===== config.mk =====
export PLATFORM = sky130hd
export DESIGN_NAME = delay_event_scheduler
export DESIGN_NICKNAME = d
export VERILOG_FILES = /design/src/rtl/dly_sched_pkg.sv /design/src/rtl/dly_evt_fifo.sv /design/src/rtl/delay_event_scheduler.sv
export SDC_FILE = /design/constraint.sdc
export NUM_CORES = 1
export LEC_CHECK = 0
export CORE_UTILIZATION = 40
export DETAILED_ROUTE_END_ITERATION = 10
export PLACE_DENSITY = 0.65
export SLEW_MARGIN = 15
export SYNTH_ARGS = -nofsm -noshare
export SYNTH_HDL_FRONTEND = slang
export SYNTH_SLANG_ARGS = --single-unit

===== constraint.sdc =====
create_clock -name clk -period 5.7 [get_ports clk]
set_input_delay 0.855 -clock clk [delete_from_list [all_inputs] [get_ports clk]]
set_output_delay 0.855 -clock clk [all_outputs]
set_load 0.05 [all_outputs]

===== src/rtl/dly_sched_pkg.sv =====
// dly_sched_pkg: shared types for the delay event scheduler.
// Holds the mode and FSM state enums, the transport queue entry and
// small helper functions used by delay_event_scheduler and dly_evt_fifo.
package dly_sched_pkg;

    // Width of the stored due field; the scheduler uses the low DELAY_W+1 bits.
    localparam int unsigned DUE_W = 16;

    typedef enum logic [1:0] {
        MODE_SAMPLE_LATE  = 2'd0,
        MODE_SAMPLE_EARLY = 2'd1,
        MODE_TRANSPORT    = 2'd2,
        MODE_RESERVED     = 2'd3
    } dly_mode_e;

    typedef enum logic {
        ST_IDLE = 1'b0,
        ST_WAIT = 1'b1
    } dly_state_e;

    typedef struct packed {
        logic             value;
        logic [DUE_W-1:0] due;
    } dly_evt_t;

    // The reserved encoding is treated as a transport request.
    function automatic logic is_transport(input dly_mode_e m);
        return (m == MODE_TRANSPORT) || (m == MODE_RESERVED);
    endfunction

    // Increment that sticks at all-ones instead of wrapping.
    function automatic logic [15:0] sat_inc16(input logic [15:0] v);
        logic [15:0] r;
        if (v == 16'hFFFF) begin
            r = v;
        end else begin
            r = v + 16'd1;
        end
        return r;
    endfunction

endpackage


===== src/rtl/dly_evt_fifo.sv =====
// dly_evt_fifo: synchronous FIFO of scheduled events.
// A push while full is accepted only when a pop happens in the same cycle,
// so the slot freed by the pop is reused immediately.
module dly_evt_fifo
    import dly_sched_pkg::*;
#(
    parameter int DEPTH = 8
) (
    input  logic                   clk,
    input  logic                   rst_n,
    input  logic                   push,
    input  dly_evt_t               push_data,
    input  logic                   pop,
    output dly_evt_t               head,
    output logic                   full,
    output logic                   empty,
    output logic [$clog2(DEPTH):0] count
);
    localparam int AW = $clog2(DEPTH);

    dly_evt_t      mem_r [DEPTH];
    logic [AW-1:0] wr_ptr_r;
    logic [AW-1:0] rd_ptr_r;
    logic [AW:0]   count_r;
    logic          full_s;
    logic          empty_s;
    logic          do_push_s;
    logic          do_pop_s;

    // Occupancy flags and qualified push/pop strobes
    always_comb begin
        full_s    = (count_r == (AW+1)'(DEPTH));
        empty_s   = (count_r == {(AW+1){1'b0}});
        do_pop_s  = pop && !empty_s;
        do_push_s = push && (!full_s || do_pop_s);
    end

    // Read/write pointers and occupancy counter
    always_ff @(posedge clk or negedge rst_n) begin
        if (!rst_n) begin
            wr_ptr_r <= {AW{1'b0}};
            rd_ptr_r <= {AW{1'b0}};
            count_r  <= {(AW+1){1'b0}};
        end else begin
            if (do_push_s) begin
                wr_ptr_r <= wr_ptr_r + AW'(1'b1);
            end
            if (do_pop_s) begin
                rd_ptr_r <= rd_ptr_r + AW'(1'b1);
            end
            case ({do_push_s, do_pop_s})
                2'b10:   count_r <= count_r + (AW+1)'(1'b1);
                2'b01:   count_r <= count_r - (AW+1)'(1'b1);
                default: count_r <= count_r;
            endcase
        end
    end

    // Entry storage, cleared on reset so no stale data survives it
    always_ff @(posedge clk or negedge rst_n) begin
        if (!rst_n) begin
            for (int i = 0; i < DEPTH; i++) begin
                mem_r[i] <= '{value: 1'b0, due: {DUE_W{1'b0}}};
            end
        end else if (do_push_s) begin
            mem_r[wr_ptr_r] <= push_data;
        end
    end

    assign head  = mem_r[rd_ptr_r];
    assign full  = full_s;
    assign empty = empty_s;
    assign count = count_r;

endmodule


===== src/rtl/delay_event_scheduler.sv =====
// delay_event_scheduler: produces q, a delayed replica of b.
// SAMPLE_LATE / SAMPLE_EARLY use a single-shot timer FSM; TRANSPORT queues
// every edge of b with its own due time in dly_evt_fifo.
// Optional build macro DLY_SCHED_STATS_EN adds the saturating drop_cnt output.
module delay_event_scheduler
    import dly_sched_pkg::*;
#(
    parameter int DELAY_W = 4,
    parameter int DEPTH   = 8
) (
    input  logic                   clk,
    input  logic                   rst_n,
    input  logic                   b,
    input  logic [DELAY_W-1:0]     delay,
    input  logic [1:0]             mode,
    output logic                   q,
    output logic                   busy,
    output logic [$clog2(DEPTH):0] count,
    output logic                   overflow
`ifdef DLY_SCHED_STATS_EN
    ,
    output logic [15:0]            drop_cnt
`endif
);
    localparam int TS_W  = DELAY_W + 1;
    localparam int CNT_W = $clog2(DEPTH) + 1;
    // Due times live in the low TS_W bits; lag below half the wheel means "reached".
    localparam logic [DUE_W-1:0] TS_MASK  = DUE_W'((32'd1 << TS_W) - 32'd1);
    localparam logic [DUE_W-1:0] HALF_TS  = DUE_W'(32'd1 << DELAY_W);

    logic               b_d_r;
    logic [TS_W-1:0]    ts_r;
    dly_mode_e          mode_r;
    dly_state_e         state_r;
    dly_state_e         state_s;
    logic [DELAY_W-1:0] timer_r;
    logic [DELAY_W-1:0] timer_s;
    logic               cap_r;
    logic               cap_s;
    logic               q_r;
    logic               q_s;
    logic               ovf_r;

    logic               evt_s;
    logic [DELAY_W-1:0] d_eff_s;
    logic               busy_s;
    dly_mode_e          eff_mode_s;
    logic               transport_s;

    dly_evt_t           push_data_s;
    dly_evt_t           head_s;
    logic [DUE_W-1:0]   lag_s;
    logic               push_req_s;
    logic               push_s;
    logic               pop_s;
    logic               q_drop_s;
    logic               full_s;
    logic               empty_s;
    logic [CNT_W-1:0]   fifo_cnt_s;

    // Edge detection, effective delay and the mode in force this cycle
    always_comb begin
        evt_s       = b ^ b_d_r;
        d_eff_s     = (delay == {DELAY_W{1'b0}}) ? DELAY_W'(1'b1) : delay;
        busy_s      = (state_r == ST_WAIT) || (fifo_cnt_s != {CNT_W{1'b0}});
        eff_mode_s  = busy_s ? mode_r : dly_mode_e'(mode);
        transport_s = is_transport(eff_mode_s);
    end

    // Transport queue control: due stamping, head readiness, push/drop decision
    always_comb begin
        push_data_s.value = b;
        push_data_s.due   = DUE_W'(ts_r + TS_W'(d_eff_s));
        lag_s             = (DUE_W'(ts_r) - head_s.due) & TS_MASK;
        pop_s             = !empty_s && (lag_s < HALF_TS);
        push_req_s        = evt_s && transport_s;
        push_s            = push_req_s && (!full_s || pop_s);
        q_drop_s          = push_req_s && full_s && !pop_s;
    end

    // Sample-mode FSM next state and output value selection
    always_comb begin
        state_s = state_r;
        timer_s = timer_r;
        cap_s   = cap_r;
        q_s     = q_r;
        case (state_r)
            ST_IDLE: begin
                if (evt_s && !transport_s) begin
                    state_s = ST_WAIT;
                    timer_s = d_eff_s;
                    cap_s   = b;
                end else begin
                    state_s = ST_IDLE;
                end
            end
            ST_WAIT: begin
                if (timer_r == DELAY_W'(1'b1)) begin
                    state_s = ST_IDLE;
                    timer_s = {DELAY_W{1'b0}};
                    q_s     = (mode_r == MODE_SAMPLE_EARLY) ? cap_r : b;
                end else begin
                    timer_s = timer_r - DELAY_W'(1'b1);
                end
            end
            default: begin
                state_s = ST_IDLE;
                timer_s = {DELAY_W{1'b0}};
            end
        endcase
        if (pop_s) begin
            q_s = head_s.value;
        end else begin
            q_s = q_s;
        end
    end

    // Input history, free-running timestamp, latched mode and sticky overflow
    always_ff @(posedge clk or negedge rst_n) begin
        if (!rst_n) begin
            b_d_r  <= 1'b0;
            ts_r   <= {TS_W{1'b0}};
            mode_r <= MODE_SAMPLE_LATE;
            ovf_r  <= 1'b0;
        end else begin
            b_d_r  <= b;
            ts_r   <= ts_r + TS_W'(1'b1);
            mode_r <= eff_mode_s;
            ovf_r  <= ovf_r | q_drop_s;
        end
    end

    // FSM state, wait timer, captured value and output register
    always_ff @(posedge clk or negedge rst_n) begin
        if (!rst_n) begin
            state_r <= ST_IDLE;
            timer_r <= {DELAY_W{1'b0}};
            cap_r   <= 1'b0;
            q_r     <= 1'b0;
        end else begin
            state_r <= state_s;
            timer_r <= timer_s;
            cap_r   <= cap_s;
            q_r     <= q_s;
        end
    end

    dly_evt_fifo #(
        .DEPTH (DEPTH)
    ) u_fifo (
        .clk       (clk),
        .rst_n     (rst_n),
        .push      (push_s),
        .push_data (push_data_s),
        .pop       (pop_s),
        .head      (head_s),
        .full      (full_s),
        .empty     (empty_s),
        .count     (fifo_cnt_s)
    );

`ifdef DLY_SCHED_STATS_EN
    logic        samp_drop_s;
    logic [15:0] drop_cnt_r;

    // Every edge seen while waiting (including the expiry cycle) is lost
    always_comb begin
        samp_drop_s = (state_r == ST_WAIT) && evt_s;
    end

    // Saturating count of ignored, lost and queue-dropped events
    always_ff @(posedge clk or negedge rst_n) begin
        if (!rst_n) begin
            drop_cnt_r <= 16'd0;
        end else if (samp_drop_s || q_drop_s) begin
            drop_cnt_r <= sat_inc16(drop_cnt_r);
        end else begin
            drop_cnt_r <= drop_cnt_r;
        end
    end

    assign drop_cnt = drop_cnt_r;
`endif

    assign q        = q_r;
    assign busy     = busy_s;
    assign count    = (state_r == ST_WAIT) ? CNT_W'(1'b1) : fifo_cnt_s;
    assign overflow = ovf_r;

endmodule


Yosys cells after proc, flatten, opt, wreduce, memory -nomap -nowiden
Cells that the tools add are included.
- ROM bits: 0
- word-level logic and storage cells: 97
- output and inout port bits: 7
- bits in registers: 162
- memories kept: 0
- bits in latches: 0
- memory bits (writable): 0
- divide/modulo/power cells: 0
- bitwise logic cells: 5
- reduce and logical (&&, ||, !) cells: 25
- order comparisons: 4
- shift operators: 0
- mux-type cells: 20
- equal/unequal tests: 8
- multipliers: 0
- $add $sub $neg: 8
- operators by type and width (cell ; number):
    136-bit bitwise mux ; 1
    17-bit binary-select mux with 3-bit select ; 1
    17-bit demux with 3-bit select ; 1
    17-bit two-way mux ; 3
    4-bit two-way mux ; 4
    4-bit case mux with 2 select lines ; 2
    1-bit logical AND ; 9
    4-bit >= comparator (second input constant) ; 2
    4-bit logical NOT ; 2
    3-bit inverter with 4-bit output ; 2
    4-bit by 1-bit subtractor with 4-bit output (second input constant) ; 2
    3-bit by 1-bit adder with 3-bit output (second input constant) ; 2
    5-bit by 4-bit adder with 6-bit output ; 1
    2-bit equality test (second input constant) ; 3
    1-bit two-way mux ; 6
    2-bit nonzero test ; 3
    5-bit by 1-bit adder with 5-bit output (second input constant) ; 1
    5-bit less-than comparator (second input constant) ; 1
    5-bit subtractor ; 1
    4-bit by 1-bit adder with 4-bit output (second input constant) ; 1
    2-bit by 1-bit equality test with 1-bit output (second input constant) ; 2
    4-bit by 1-bit equality test with 1-bit output (second input constant) ; 1
    4-bit equality test (second input constant) ; 1
    1-bit logical NOT ; 4
    10 further kinds ; 14

Longest topological paths before layout
Gate-level depths: netlist of the first run.
- depth after elaboration: 12
- gate-level depth with buffers: 18
- mapped depth without buffers: 15

Hierarchy
From an unflattened synthesis of the first run, not the netlist that was laid out.
- cell total of the unflattened synthesis: 515
- area, all modules: 8080.2 um2
- by module, submodules not included (module ; cells an instance ; times used ; area each (um2)):
    dly_evt_fifo ; 414 ; 1 ; 6996.7
    delay_event_scheduler ; 101 ; 1 ; 1083.5

Worst setup path after synthesis of the first run
Ideal clock, no wire load.
- kind: register to register
- from: register u_fifo.rd_ptr_r[0]
- to: register u_fifo.count_r[3], in the netlist u_fifo.count[3]
- stages on the path, launching flop included: 19
- arrival: 4180 ps
- setup slack: 1394 ps
- library setup time: 125 ps
- required time: 5575 ps
- cell sequence: dfrtp_1 -> buf_2 -> buf_2 -> mux4_2 -> mux2i_1 -> ha_1 -> a2111oi_0 -> o31a_1 -> a32oi_1 -> xnor2_2 -> and2_1 -> clkbuf_1 -> ha_1 -> ha_1 -> a21o_1 -> a21oi_1 -> xnor2_1 -> nor2_1 -> xor2_1
- longest elaborated chain between the ends: 12
- elaborated cells on any way between the ends: 16
- classes of those cells: add/sub: 1; order compare: 1; eq/ne: 2; mux: 4; bitwise: 1; reduce/logical: 7
- ends and longest elaborated chain (element ; line ; text):
    from (decl) ; dly_evt_fifo.sv:23 ; logic [AW-1:0] rd_ptr_r;
    from (signal assigned) ; dly_evt_fifo.sv:42 ; rd_ptr_r <= {AW{1'b0}};
    from (signal assigned) ; dly_evt_fifo.sv:49 ; rd_ptr_r <= rd_ptr_r + AW'(1'b1);
    3-bit inverter with 4-bit output (implied by the code) (*) ; dly_evt_fifo.sv:70 ; assign head = mem_r[rd_ptr_r];
    17-bit binary-select mux with 3-bit select (*) ; dly_evt_fifo.sv:70 ;
    17-bit two-way mux (implied by the code) (*) (2 in series) ; dly_evt_fifo.sv:70 ;
    5-bit subtractor (*) ; delay_event_scheduler.sv:74 ; lag_s = (DUE_W'(ts_r) - head_s.due) & TS_MASK;
    5-bit less-than comparator (*) ; delay_event_scheduler.sv:75 ; pop_s = !empty_s && (lag_s < HALF_TS);
    1-bit logical AND (*) ; delay_event_scheduler.sv:75 ;
    1-bit logical AND (*) ; dly_evt_fifo.sv:34 ; do_pop_s = pop && !empty_s;
    via u_fifo.do_pop_s ; dly_evt_fifo.sv:28 ; logic do_pop_s;
    1-bit logical OR ; dly_evt_fifo.sv:35 ; do_push_s = push && (!full_s || do_pop_s);
    1-bit logical AND ; dly_evt_fifo.sv:35 ;
    2-bit by 1-bit equality test with 1-bit output / 2-bit equality test (equally long branches) ; dly_evt_fifo.sv:51 ; case ({do_push_s, do_pop_s})
    4-bit case mux with 2 select lines / 2-bit nonzero test (equally long branches) ; n/a ;
    to (signal assigned) ; dly_evt_fifo.sv:52 ; 2'b10: count_r <= count_r + (AW+1)'(1'b1);
    to (signal assigned) ; dly_evt_fifo.sv:53 ; 2'b01: count_r <= count_r - (AW+1)'(1'b1);
    to (signal assigned) ; dly_evt_fifo.sv:54 ; default: count_r <= count_r;
    to (decl) ; dly_evt_fifo.sv:24 ; logic [AW:0] count_r;
Mark *: on every way through the listed nets, which the timed path passes. The rest lies on a longest branch. The select of a mux whose other input is x is not followed.
A chain may end at the register's enable or synchronous reset.

Final worst setup path of the first run
- from: register u_fifo.rd_ptr_r[1]
- to: register u_fifo.count_r[3], in the netlist u_fifo.count[3]
- longest elaborated chain between the ends: 12
- elaborated cells on any way between the ends: 16
- classes of those cells: add/sub: 1; order compare: 1; eq/ne: 2; mux: 4; bitwise: 1; reduce/logical: 7
- ends and longest elaborated chain (element ; line):
    3-bit inverter with 4-bit output (implied by the code) (*) ; dly_evt_fifo.sv:70
    17-bit binary-select mux with 3-bit select (*) ; dly_evt_fifo.sv:70
    17-bit two-way mux (implied by the code) (*) (2 in series) ; dly_evt_fifo.sv:70
    5-bit subtractor (*) ; delay_event_scheduler.sv:74
    5-bit less-than comparator (*) ; delay_event_scheduler.sv:75
    1-bit logical AND (*) ; delay_event_scheduler.sv:75
    1-bit logical OR / 1-bit logical AND (equally long branches) ; delay_event_scheduler.sv:77, dly_evt_fifo.sv:34
    1-bit logical AND / 1-bit logical OR (equally long branches) ; delay_event_scheduler.sv:77, dly_evt_fifo.sv:35
    1-bit logical AND ; dly_evt_fifo.sv:35
    2-bit by 1-bit equality test with 1-bit output / 2-bit equality test (equally long branches) ; dly_evt_fifo.sv:51
    4-bit case mux with 2 select lines / 2-bit nonzero test (equally long branches) ; n/a
Every way passes the cells marked *; elsewhere a longest branch is shown, timed or not. The select of a mux whose other input is x is not followed.

==> qor.txt, run 1 <==
Worst Path Required = 5940 ps
Vias in the first global route = 2628
Setup_tns = 0 ps
Final Hold Viols = 0
Setup CP Type = flip-flop to flip-flop
Final wirelength = 8.21 mm
GRT Util Overall = 17.7%
H-tree depth = 3
Root buffer cell = clkbuf_8
Average vias per placed instance = 5.42
Ys async rst share = 100%
Final Cycle Share = 76.3%
Initial antenna violation count = 0
Int Power = 0.00163 W
Final non-filler cell total = 467
# DRC = 0
Largest net degree at the start of global routing = 75
Status = completed
Warnings, synthesis = 0
Crit path max-delay cell type = dfrtp_1
TritonCTS clock tree = done
Switching share of total power = 41.0%
Leakage power = 1.96 nW
Max-cap violations = 0
Post-Syn Area = 3900 µm²
WP data arrival = 4590 ps
Count of different cell masters after synthesis = 48
Cell Rows = 35
Clock share of power = 16.3%
Antenna fix cells = 0
Mapped Nets = 347
Number of fill cells = 850
Core Box Area = 9330 µm²
HPWL after DPL = 5.83 mm
Syn Inst Count = 321
Nature of the critical path startpoint = flip-flop
Vias post-DR = 2531
Post-CTS sizing = 0
Fin Clk Skew = 11.0 ps
Reg clk slew, reported paths = 80 ps
Commonest non-fill, non-tap cell in the layout = dfrtp_1
DRT iter0 DRCs = 138
Crit. End Element = flip-flop
Ys flop type = dfrtp_1
GRT overflow = 0
VDD IR max = 231 µV
GPL Wtd Cong = 0.795
NumNets Final = 360
Mean post-synth cell area = 12.1 µm²
Top cell by count, worst path = ha_1
Layout cell share with drive strength beyond 1 = 16.9%
Initial core utilization = 41.8%
First-pass GRT wire length = 13.6 mm
HP Class = flip-flop to flip-flop
Leading cell types in the layout, fill and taps excluded = dfrtp_1, inv_1, o2bb2ai_1
Crit-path leading delay family = compound AO/OA/AOI/OAI gates
Post-synth EDFFs = 0
Clock Latency Late Sink = 350 ps
Clk sinks = 74
Die height = 101 µm
Post-route minimum period = 4350 ps
Ports = 16
# hold bufs at CTS = 0
Actual slew at the worst max-slew pin = 935 ps
Crit-path max cell delay = 800 ps
Max Slew Vio Count = 0
Die width = 101 µm
Flop pwr share = 36.3%
#FFs+latches synth = 74
CP Buf/Inv Count = 1
RSZ-0062 raised after global routing = no
# setup viols final = 0
Max_slew headroom = 37.7%
Area Growth Syn to Fin = 12.1%
Die area = 10100 µm²
I/O Buffers = 15
Maximum root-to-sink buffer count = 2
CP cell instances = mux4_2 -> mux2i_1 -> ha_1 -> a2111oi_0 -> o31a_1 -> a32oi_1 -> xnor2_2 -> buf_4 -> and2_1 -> ha_1 -> ha_1 -> a21o_1 -> a21oi_1 -> xnor2_1 -> nor2_1 -> xor2_1
Dpl cells = 452
Max Clock Freq = 0.230 GHz
# Post-CTS Setup Buffers = 0
Logic pwr share = 47.3%
Sequential area share after synthesis = 47.5%
P per Cell Area = 631 nW/µm²
CP Max Fanout = 17
Number of CTS-inserted buffers = 9
Net Sw Power = 0.00113 W
Final ANT Viol Nets = 0
Routed len/inst = 17.6 µm
Router iterations before antenna repair = 4
[synth_stat cells (all sizes together), types with 4 or more instances]
library cell / instances / area share, %
dfrtp: 74 / 48
nor3b: 4 / 0.77
xor2: 7 / 1.6
nand3: 5 / 0.64
inv: 28 / 2.7
mux2i: 19 / 4.9
mux4: 10 / 5.8
a21oi: 5 / 0.64
o2bb2ai: 26 / 5.8
nor2: 14 / 1.5
ha: 15 / 4.8
o211ai: 8 / 2.4
buf: 7 / 1.0
nand2: 13 / 1.3
nor2b: 4 / 0.64
clkbuf: 9 / 0.87
mux2: 19 / 5.5
o21ai: 13 / 2.4
xnor2: 11 / 2.7
[worst min-delay path, delay by kind of cell, from the launching register on]
| kind | cells | cell delay [ps] |
|---|---|---|
| buffers and inverters | 1 | 40 |
| DFF | 1 | 350 |
| AOI/OAI and AO/OA | 1 | 50 |
[state kept, by name, summed over array words and instances (netlist names), named ones only]
signal	flops
b_d_r	1
cap_r	1
mode_r	1
overflow	1
q	1
state_r	1
timer_r	4
ts_r	5
u_fifo.count	4
u_fifo.mem_r	48
u_fifo.rd_ptr_r	3
u_fifo.wr_ptr_r	3
[per-stage QoR]
stage	setup WS (ps)	hold slack (ps)	total power, W	area [µm²]	util [%]
2_1_floorplan	1390	451	0.00203	3900	-
3_3_place_gp	1500	466	0.00227	4150	44.5
3_5_place_dp	1350	456	0.00231	4150	44.5
4_1_cts	1330	477	0.00277	4370	46.8
5_1_grt	1090	505	0.00296	4370	46.8
6_report	1350	472	0.00276	4370	46.8
[final cells by class]
| cell class | count | area [µm²] | area share (%) |
|---|---|---|---|
| clock buffers | 9 | 124 | 2.84 |
| clock inverters | 6 | 91.3 | 2.09 |
| inverters | 28 | 105 | 2.41 |
| multi-input cells | 203 | 1870 | 42.7 |
| flip-flops and latches | 74 | 1850 | 42.4 |
| well taps | 129 | 161 | 3.70 |
| repair buffers | 18 | 168 | 3.84 |
[per-layer routing]
layer  wire length [µm]  track usage (%)  part of all wire (%)
met2               3730             27.0                    45
met1               3930             25.2                    48
met4                148             5.69                   1.8
met5                  0                0                     0
met3                397             3.95                   4.8
[cell families after synthesis]
family / share of synthesized area (%)
AOI/OAI and AO/OA: 14.9
xor gates and xnor gates: 4.24
adders and majority gates: 5.84
buffers and inverters: 4.56
DFF: 47.5
muxes: 16.2
and+or+nand+nor: 6.81
[worst paths after layout]
check	startpoint	endpoint	slack (ps)	cells past startpoint
worst min register to register	overflow$_DFF_PN0_	overflow$_DFF_PN0_	470	2
max in group asynchronous	rst_n	u_fifo.mem_r[121]$_DFFE_PN0P_	4370	2
worst max register to register	u_fifo.rd_ptr_r[1]$_DFFE_PN0P_	u_fifo.count[3]$_DFFE_PN0P_	1350	16
min in group asynchronous	rst_n	async pin	710	2
worst max-delay path	u_fifo.rd_ptr_r[1]$_DFFE_PN0P_	u_fifo.count[3]$_DFFE_PN0P_	1350	16
worst min-delay path	overflow$_DFF_PN0_	overflow$_DFF_PN0_	470	2
[power by group through the flow]
| stage | Sequential [W] | Clock [W] | Combinational [W] |
|---|---|---|---|
| after floorplan | 0.000871 | 0 | 0.00116 |
| after global placement | 0.00100 | 0 | 0.00127 |
| after detailed placement | 0.00100 | 0 | 0.00131 |
| after CTS | 0.000996 | 0.000464 | 0.00131 |
| after global routing | 0.00103 | 0.000479 | 0.00145 |
| final | 0.00100 | 0.000450 | 0.00130 |
(Power assumes the default switching activity.)
==> inputs of run 2 (changes only) <==
Settings changed: PLACE_DENSITY 0.65 to 0.68.
Clock period 5.7 ns to 3.5 ns, I/O delays scaled along.
==> run 2 against run 1 <==
The flow now finishes with violations (setup timing). Worst hold slack got worse by 160 ps. Count of clock-buffer cells in the layout did not move. Utilization is 2.7 points higher. Clock skew increased by 0.76 ps. Critical path type unchanged. Largest cell class unchanged. Largest power group unchanged.
==> qor.txt, run 2 (synthesis gave the netlist of run 1 again) <==
Actual slew at the worst max-slew pin = 949 ps (+14.5 ps)
RSZ-0062 raised after global routing = yes
Area Growth Syn to Fin = 18.5%
Post-route minimum period = 3560 ps (-786 ps)
Top cell by count, worst path = ha_4
VDD IR max = 448 µV (+94%)
P per Cell Area = 1080 nW/µm² (+71%)
TritonCTS clock tree = done
First-pass GRT wire length = 14.8 mm (+8.6%)
Vias in the first global route = 2780 (+5.8%)
Setup CP Type = flip-flop to flip-flop
Worst Path Required = 3740 ps (-2200 ps)
R2R Setup Slk = -60 ps (-1410 ps)
Final non-filler cell total = 486 (+4.1%)
Die width = 101 µm (unchanged)
Final ANT Viol Nets = 0 (unchanged)
GRT overflow = 0 (unchanged)
Reg2Reg Depth = 15 (-1)
Die height = 101 µm (unchanged)
CP cell instances = mux4_2 -> mux2i_1 -> ha_1 -> a2111oi_4 -> o31a_1 -> a32oi_2 -> xnor2_4 -> o21ai_2 -> ha_4 -> ha_4 -> a21o_1 -> a21oi_2 -> xnor2_1 -> nor2_1 -> xor2_1
Routed len/inst = 17.8 µm (+1.4%)
Dpl cells = 469 (+3.8%)
I/O Buffers = 15 (unchanged)
# setup viols final = 1 (+1)
R2r endpoint = u_fifo.count[3]$_DFFE_PN0P_
CP Max Fanout = 4 (-13)
Initial core utilization = 41.8% (unchanged)
Max Slew Vio Count = 0 (unchanged)
NumNets Final = 378 (+5.0%)
Largest net degree at the start of global routing = 75 (unchanged)
Router iterations before antenna repair = 4 (unchanged)
Max reg flops = 48 (unchanged)
Crit-path max cell delay = 500 ps (-300 ps)
Commonest non-fill, non-tap cell in the layout = dfrtp_1
Maximum root-to-sink buffer count = 2 (unchanged)
RR Startpoint = u_fifo.rd_ptr_r[0]$_DFFE_PN0P_
Placed cell areas = 4340 µm² (+4.5%)
Layout cell share with drive strength beyond 1 = 23.8% (+6.9 points)
Average vias per placed instance = 5.43 (+0.15%)
HP Class = primary input to async pin
WP data arrival = 3800 ps (-790 ps)
Leakage power = 2.07 nW (+5.8%)
Largest registers = u_fifo.mem_r (48), ts_r (5)
Leading cell types in the layout, fill and taps excluded = dfrtp_1, inv_1, o2bb2ai_1
Setup WS post-layout = -64.2 ps (-1410 ps)
Final wirelength = 8.67 mm (+5.6%)
Biggest register = u_fifo.mem_r
GPL Wtd Cong = 0.840 (+5.6%)
Cell Rows = 35 (unchanged)
DRT iter0 DRCs = 112 (-19%)
Final Hold Viols = 0 (unchanged)
Fin Clk Skew = 11.7 ps (+0.762 ps)
Number of CTS-inserted buffers = 9 (unchanged)
Clk sinks = 74 (unchanged)
Violated checks = setup timing
Die area = 10100 µm² (unchanged)
Crit path max-delay cell type = mux4_2
Fin area = 4620 µm² (+5.7%)
Clock Latency Late Sink = 360 ps (about the same)
Crit. End Element = flip-flop
Vias post-DR = 2638 (+4.2%)
Ports = 16 (unchanged)
Worst setup startpoint = u_fifo.rd_ptr_r[0]$_DFFE_PN0P_
Final Cycle Share = 102% (+26 points)
Core Box Area = 9330 µm² (unchanged)
Max_slew headroom = 36.7% (-0.97 points)
Crit path to = u_fifo.count[3]$_DFFE_PN0P_
H-tree depth = 3 (unchanged)
Initial antenna violation count = 0 (unchanged)
Antenna fix cells = 0 (unchanged)
HPWL after DPL = 6.24 mm (+7.0%)
Reg clk slew, reported paths = 90 ps (about the same)
Number of fill cells = 798 (-6.1%)
Root buffer cell = clkbuf_8
Nature of the critical path startpoint = flip-flop
# DRC = 0 (unchanged)
Max-cap violations = 0 (unchanged)
Setup_tns = -64.2 ps (-64.2 ps)
Max Clock Freq = 0.281 GHz (+22%)
Status = complete, but fails checks
GRT Util Overall = 19.5% (+1.7 points)
[run 2: cell types whose count changed in the layout (fill, tap and decap cells not counted), sizes merged]
cell	before	now
buf	4	22
clkinv	0	1
inv	29	30
clkinvlp	3	1
bufinv	2	3
[run 2: how the worst min path moves through the flow]
stage	start	to	slack, ps	depth (start not counted)
2_1_floorplan	rst_n	async pin	230	0
3_3_place_gp	overflow$_DFF_PN0_	overflow$_DFF_PN0_	460	2
3_5_place_dp	overflow$_DFF_PN0_	overflow$_DFF_PN0_	460	2
4_1_cts	rst_n	overflow$_DFF_PN0_	350	1
5_1_grt	rst_n	ts_r[0]$_DFF_PN0_	390	1
6_report	rst_n	u_fifo.mem_r[51]$_DFFE_PN0P_	310	1
[run 2: where the power goes]
group	leakage [nW]	internal [W]	switching, W
registers	0.899	0.00124	0.000312
clock network	0.120	0.000479	0.000346
logic	1.05	0.00128	0.00133
[run 2: per-stage QoR]
stage | setup slack, ps | utilization (%) | hold slack (ps) | total power [W]
after floorplan | -321 | - | 229 | 0.00354
after global placement | -96.1 | 46.5 | 456 | 0.00406
after detailed placement | -219 | 46.5 | 463 | 0.00414
after CTS | -122 | 49.3 | 349 | 0.00501
after global routing | -338 | 49.5 | 385 | 0.00540
final | -64.2 | 49.5 | 311 | 0.00499
[run 2: repair_timing]
item | 4_1_cts | 5_1_grt
endpoints found under the hold margin | 0 | 0
setup endpoints to repair | 3 | 20
hold buffers | 0 | 0
pin swaps | 5 | 1
buffers inserted | 1 | 0
resized for setup | 2 | 3
[run 2: cell type report]
| type | count | area, µm² | area share (%) |
|---|---|---|---|
| Timing Repair Buffer | 36 | 309 | 6.69 |
| Multi-Input combinational cell | 203 | 1940 | 42.0 |
| Clock buffer | 9 | 124 | 2.68 |
| Inverter | 28 | 105 | 2.28 |
| Tap cell | 129 | 161 | 3.49 |
| Sequential cell | 74 | 1850 | 40.1 |
| Clock inverter | 7 | 124 | 2.68 |
[run 2: worst max-delay path: cells and delay by family, from the launching register on]
| family | cells | cell delay [ps] |
|---|---|---|
| AO/OA/AOI/OAI | 6 | 1130 |
| multiplexers | 2 | 710 |
| adder cells (fa/ha/maj) | 3 | 680 |
| XOR/XNOR | 3 | 430 |
| flip-flops | 1 | 420 |
| AND/OR/NAND/NOR | 1 | 70 |
[run 2: routing by layer]
layer  GRT usage, %  share of wire, %  vias to the layer above  wire (µm)
met2           30.2                46                       64       4020
li1               -                 -                     1221          -
met1           27.4                48                     1339       4130
met3           3.88               4.5                       14        392
met4           6.47               1.4                        0        123
met5              0                 0                        -          0
==> inputs of run 3 (changes only) <==
Settings changed: CAP_MARGIN set to 20.
==> results of run 3 <==
No change in the layout: final DEF, timing and power equal those of run 2.
